[src/rtl/fpdiv_frontend.sv]
// Request/response front end for the iterative fpdiv core: resolves IEEE-754
// special cases locally and sequences one core operation per normal request.
module fpdiv_frontend #(
    parameter int CORE_CYCLES = 12,
    parameter int CNT_W       = $clog2(CORE_CYCLES + 1)
) (
    input  logic        clk,
    input  logic        reset,
    input  logic        in_valid,
    output logic        in_ready,
    input  logic [31:0] in_dividend,
    input  logic [31:0] in_divisor,
    output logic        out_valid,
    input  logic        out_ready,
    output logic [31:0] out_result,
    output logic [1:0]  out_flags,
    output logic        core_start,
    output logic [31:0] core_dividend,
    output logic [31:0] core_divisor,
    input  logic [31:0] core_quotient
);

    localparam logic [31:0] QNAN = 32'h7FC0_0000;

    typedef enum logic [1:0] {IDLE, LAUNCH, BUSY, DONE} state_t;

    typedef struct packed {
        logic sign;
        logic zero;
        logic inf;
        logic nan;
        logic snan;
    } fp_class_t;

    typedef struct packed {
        logic        hit;
        logic [31:0] result;
        logic [1:0]  flags;   // {NV, DZ}
    } special_t;

    state_t            state, state_nxt;
    logic [CNT_W-1:0]  cnt;
    fp_class_t         cls_n, cls_d;
    special_t          spec;
    logic              accept;
    logic              sign_q;

    // Zero exponent counts as zero, which flushes subnormals to signed zero.
    function automatic fp_class_t classify(input logic [31:0] x);
        fp_class_t  c;
        logic [7:0] e;
        logic [22:0] m;
        e      = x[30:23];
        m      = x[22:0];
        c.sign = x[31];
        c.zero = (e == 8'h00);
        c.inf  = (e == 8'hFF) && (m == 23'd0);
        c.nan  = (e == 8'hFF) && (m != 23'd0);
        c.snan = c.nan && !m[22];
        return c;
    endfunction

    assign cls_n    = classify(in_dividend);
    assign cls_d    = classify(in_divisor);
    assign sign_q   = cls_n.sign ^ cls_d.sign;
    assign in_ready = !reset && (state == IDLE);
    assign accept   = in_valid && in_ready;

    // Priority order matters: NaNs first, then invalid forms, then div-by-zero.
    always_comb begin
        spec = '0;
        if (cls_n.snan || cls_d.snan) begin
            spec.hit    = 1'b1;
            spec.result = QNAN;
            spec.flags  = 2'b10;
        end else if (cls_n.nan || cls_d.nan) begin
            spec.hit    = 1'b1;
            spec.result = QNAN;
        end else if ((cls_n.zero && cls_d.zero) || (cls_n.inf && cls_d.inf)) begin
            spec.hit    = 1'b1;
            spec.result = QNAN;
            spec.flags  = 2'b10;
        end else if (cls_d.zero && !cls_n.inf) begin
            spec.hit    = 1'b1;
            spec.result = {sign_q, 8'hFF, 23'd0};
            spec.flags  = 2'b01;
        end else if (cls_n.inf) begin
            spec.hit    = 1'b1;
            spec.result = {sign_q, 8'hFF, 23'd0};
        end else if (cls_d.inf || cls_n.zero) begin
            spec.hit    = 1'b1;
            spec.result = {sign_q, 31'd0};
        end
    end

    always_ff @(posedge clk) begin
        if (reset) state <= IDLE;
        else       state <= state_nxt;
    end

    always_comb begin
        state_nxt = state;
        case (state)
            IDLE:    if (accept) state_nxt = spec.hit ? DONE : LAUNCH;
            LAUNCH:  state_nxt = BUSY;
            BUSY:    if (cnt == '0) state_nxt = DONE;
            DONE:    if (out_ready) state_nxt = IDLE;
            default: state_nxt = IDLE;
        endcase
    end

    // Operands are written only on accept, so they stay put through the capture.
    always_ff @(posedge clk) begin
        if (reset) begin
            out_valid     <= 1'b0;
            out_result    <= '0;
            out_flags     <= '0;
            core_start    <= 1'b0;
            core_dividend <= '0;
            core_divisor  <= '0;
            cnt           <= '0;
        end else begin
            core_start <= 1'b0;
            case (state)
                IDLE: begin
                    if (accept) begin
                        if (spec.hit) begin
                            out_result <= spec.result;
                            out_flags  <= spec.flags;
                            out_valid  <= 1'b1;
                        end else begin
                            core_dividend <= in_dividend;
                            core_divisor  <= in_divisor;
                            core_start    <= 1'b1;
                        end
                    end
                end
                LAUNCH: cnt <= CNT_W'(CORE_CYCLES - 1);
                BUSY: begin
                    if (cnt == '0) begin
                        out_result <= core_quotient;
                        out_flags  <= 2'b00;
                        out_valid  <= 1'b1;
                    end else begin
                        cnt <= cnt - CNT_W'(1);
                    end
                end
                DONE: if (out_ready) out_valid <= 1'b0;
                default: ;
            endcase
        end
    end

endmodule

[config.mk]
export PLATFORM = sky130hd
export DESIGN_NAME = fpdiv_frontend
export DESIGN_NICKNAME = d
export VERILOG_FILES = /design/src/rtl/fpdiv_frontend.sv
export SDC_FILE = /design/constraint.sdc
export NUM_CORES = 1
export LEC_CHECK = 0
export ABC_AREA = 1
export CAP_MARGIN = 15
export CORE_MARGIN = 1.5
export CORE_UTILIZATION = 35
export DETAILED_ROUTE_END_ITERATION = 8
export PLACE_DENSITY = 0.76
export SLEW_MARGIN = 40
export SYNTH_ARGS = -nofsm -noshare
export SYNTH_HDL_FRONTEND = slang
export SYNTH_SLANG_ARGS = --single-unit
[constraint.sdc]
create_clock -name clk -period 2 [get_ports clk]
set_input_delay 0.5 -clock clk [delete_from_list [all_inputs] [get_ports clk]]
set_output_delay 0.5 -clock clk [all_outputs]
set_load 0.01 [all_outputs]
==> qor.txt <==
status: complete, no violations
Reg power frac: 33.7%
top cells by area, synth: dfxtp_1 (44%), nand2_1 (19%), nor2_1 (8.9%)
CP Class: in -> reg
slew margin rel.: 45.85%
synthesized flop and latch total: 106
sw frac: 34.98%
ANT cells: 0
Critical R2R Launch: state[0]
sequential share of the synthesized area: 44.32%
RD Place Congestion: 0.8553
Gate power share: 47.1%
Die Area: 14390 µm²
vias in the first global route: 4795
Worst Setup End Kind: register
r2r worst-path depth: 11
Final Worst Setup Slack: 0.04967 ns
root buf cell: clkbuf_16
Inst Count DP: 1081
htree depth: 3
fin. max-slew vios: 0
Clk pin slew, worst setup/hold paths: 0.07 ns
Final period util: 97.52%
total core area: 13300 µm²
WL final: 15150 µm
critical path data arrival time: 2.19 ns
Syn-to-layout area delta: 67.57%
RR Endpoint: core_divisor[24]
Starting DRT DRC Count: 200
Critical Path Max Stage Delay: 0.25 ns
FMAX: 512.7 MHz
Final Non-Filler Cells: 1120
final setup vio count: 0
commonest non-fill, non-tap cell in the layout: nand2_1
most frequent cells in the layout: nand2_1 (218), clkdlybuf4s50_1 (136), nor2_1 (107)
Min Clock Period, post-route: 1.950 ns
Final HPWL DP: 9869 µm
PortBufs: 200
CP cell instances: dlygate4sd2_1 -> nor2_1 -> nand2_1 -> nor2_4 -> nand3_2 -> nand2_2 -> nand2_2 -> nor2_4 -> buf_6 -> nand3_4 -> nand2_8 -> clkbuf_16 -> nand2_2 -> nand2_1 -> nor2_1
CP required: 2.24 ns
Chip Height: 120.0 µm
Site Rows: 42
Pwr Density: 1082 nW/µm²
vias post-DR: 5095
Switch Pwr: 3.037 mW
wire per inst: 13.52 µm
Critical Path Start Type: input port
post-synth cell types: 26
number of CTS-inserted buffers: 9
final global-route overflow total: 0
Vias/cell: 4.549
Mapped Cells: 688
LEAKAGE: 3.446 nW
Starting Density: 36.02%
Yosys top cell by area: dfxtp_1
Final ANT Viol Nets: 0
Pwr Total: 8.682 mW
Detailed Routing Iterations Pass 1: 5
# IOs: 201
Worst setup endpoint: out_result[24]
Total GRT Usage: 20.73%
worst hold margin: 0.3873 ns
Hold Buf Count CTS: 0
first-pass GRT wire length: 23500 µm
clk buf depth: 2
largest net degree at the start of global routing: 65
Critical Path Start: in_dividend[10]
dpl ws: -0.5393 ns
layout cells sized above 1: 20.23%
Synth warnings: 0
cell mode on critical path: nand2_2
Mapped Area: 4788 µm²
Clk network pwr share: 19.2%
worst slew pin tran: 0.8122 ns
initial antenna violation count: 0
Nets: 1049
internal power: 5.645 mW
Worst path slowest cell: dlygate4sd2_1
Clock Skew: 0.009687 ns
post-synth top area share: 44.32%
Syn Nets: 794
Hold Path Class: in -> reg
Hold Vio Cnt, Final: 0
DRC errors left: 0
CTS tree: done
peak supply drop: 675.3 µV
die width: 120.0 µm
worst skew pair latency: 0.35 ns
TNS Setup: 0 ns
setup slack, reg-to-reg: 0.14 ns
Max Cap Viol: 0
Hold Crit Depth: 3
crit-path max FO: 6
clock net sink count: 106
Mean Syn Cell Area: 6.960 µm²
worst min-delay path by stage:
stage | from | end | slack (ns)
6_report | in_divisor[13] | core_divisor[13] | 0.39
5_1_grt | in_divisor[13] | core_divisor[13] | 0.40
4_1_cts | core_dividend[8] | core_dividend[8] | 0.46
3_5_place_dp | core_dividend[27] | core_dividend[27] | 0.46
3_3_place_gp | out_result[18] | out_result[18] | 0.45
2_1_floorplan | cnt[2] | cnt[2] | 0.46
power by group through the flow:
stage	Clock, mW	Combinational [mW]	Sequential [mW]
after floorplan	0	1.70	3.19
after global placement	0	3.56	2.95
after detailed placement	0	3.58	2.96
after CTS	1.71	3.79	2.92
after global routing	1.79	4.50	2.98
final	1.66	4.09	2.93
worst max-delay path, delay by kind of cell:
kind          cells  cell delay [ns]
buf+inv           3             0.53
simple gates     12             1.14
final cells by class:
class                      instances  area (µm²)
multi-input combinational        499        2427
timing repair buffer             281        2803
inverter                          46       182.7
tap                              176       220.2
sequential                       106        2125
clock buffer                      12       266.5
fill                            1203        5271
layer usage:
metal / wire [µm] / GRT usage, % / vias up
li1: - / - / 2643
met1: 6685 / 25.17 / 2286
met2: 7194 / 34.36 / 140
met3: 947 / 5.703 / 26
met4: 319 / 8.854 / 0
met5: 0 / 0 / -
synth_stat cells, drive strengths merged:
master,number
nand2,254
nor2,121
dfxtp,106
a21oi,71
inv,46
buf,24
nand3,24
clkbuf,13
nand4,8
o21ai,8
ha,6
nor3,3
a211oi,2
a21o,1
and3,1
sequential cells by signal (all words and copies together), names as in the netlist:
| register | cells |
|---|---|
| out_result | 32 |
| state | 2 |
| out_valid | 1 |
| core_dividend | 32 |
| core_divisor | 32 |
| cnt | 4 |
| core_start | 1 |
| out_flags | 2 |
stage by stage:
stage / area, µm² / util (%)
floorplan: 4788 / -
global placement: 7221 / 54.31
detailed placement: 7221 / 54.31
CTS: 7775 / 58.48
global route: 8024 / 60.35
finish: 8024 / 60.35
logic make-up after synthesis:
family,count (synthesis),share of synthesized area [%]
fa+ha+maj,6,1.568
buf+inv,83,8.623
flops,106,44.32
compound gates,82,9.590
simple gates,411,35.90
repair_timing:
item / in CTS / in global routing
endpoints found under the setup margin: 101 / 101
cloned: 5 / 3
setup buffers: 15 / 7
gates resized for setup: 76 / 91
pin swaps: 42 / 60
(Power assumes the default switching activity.)
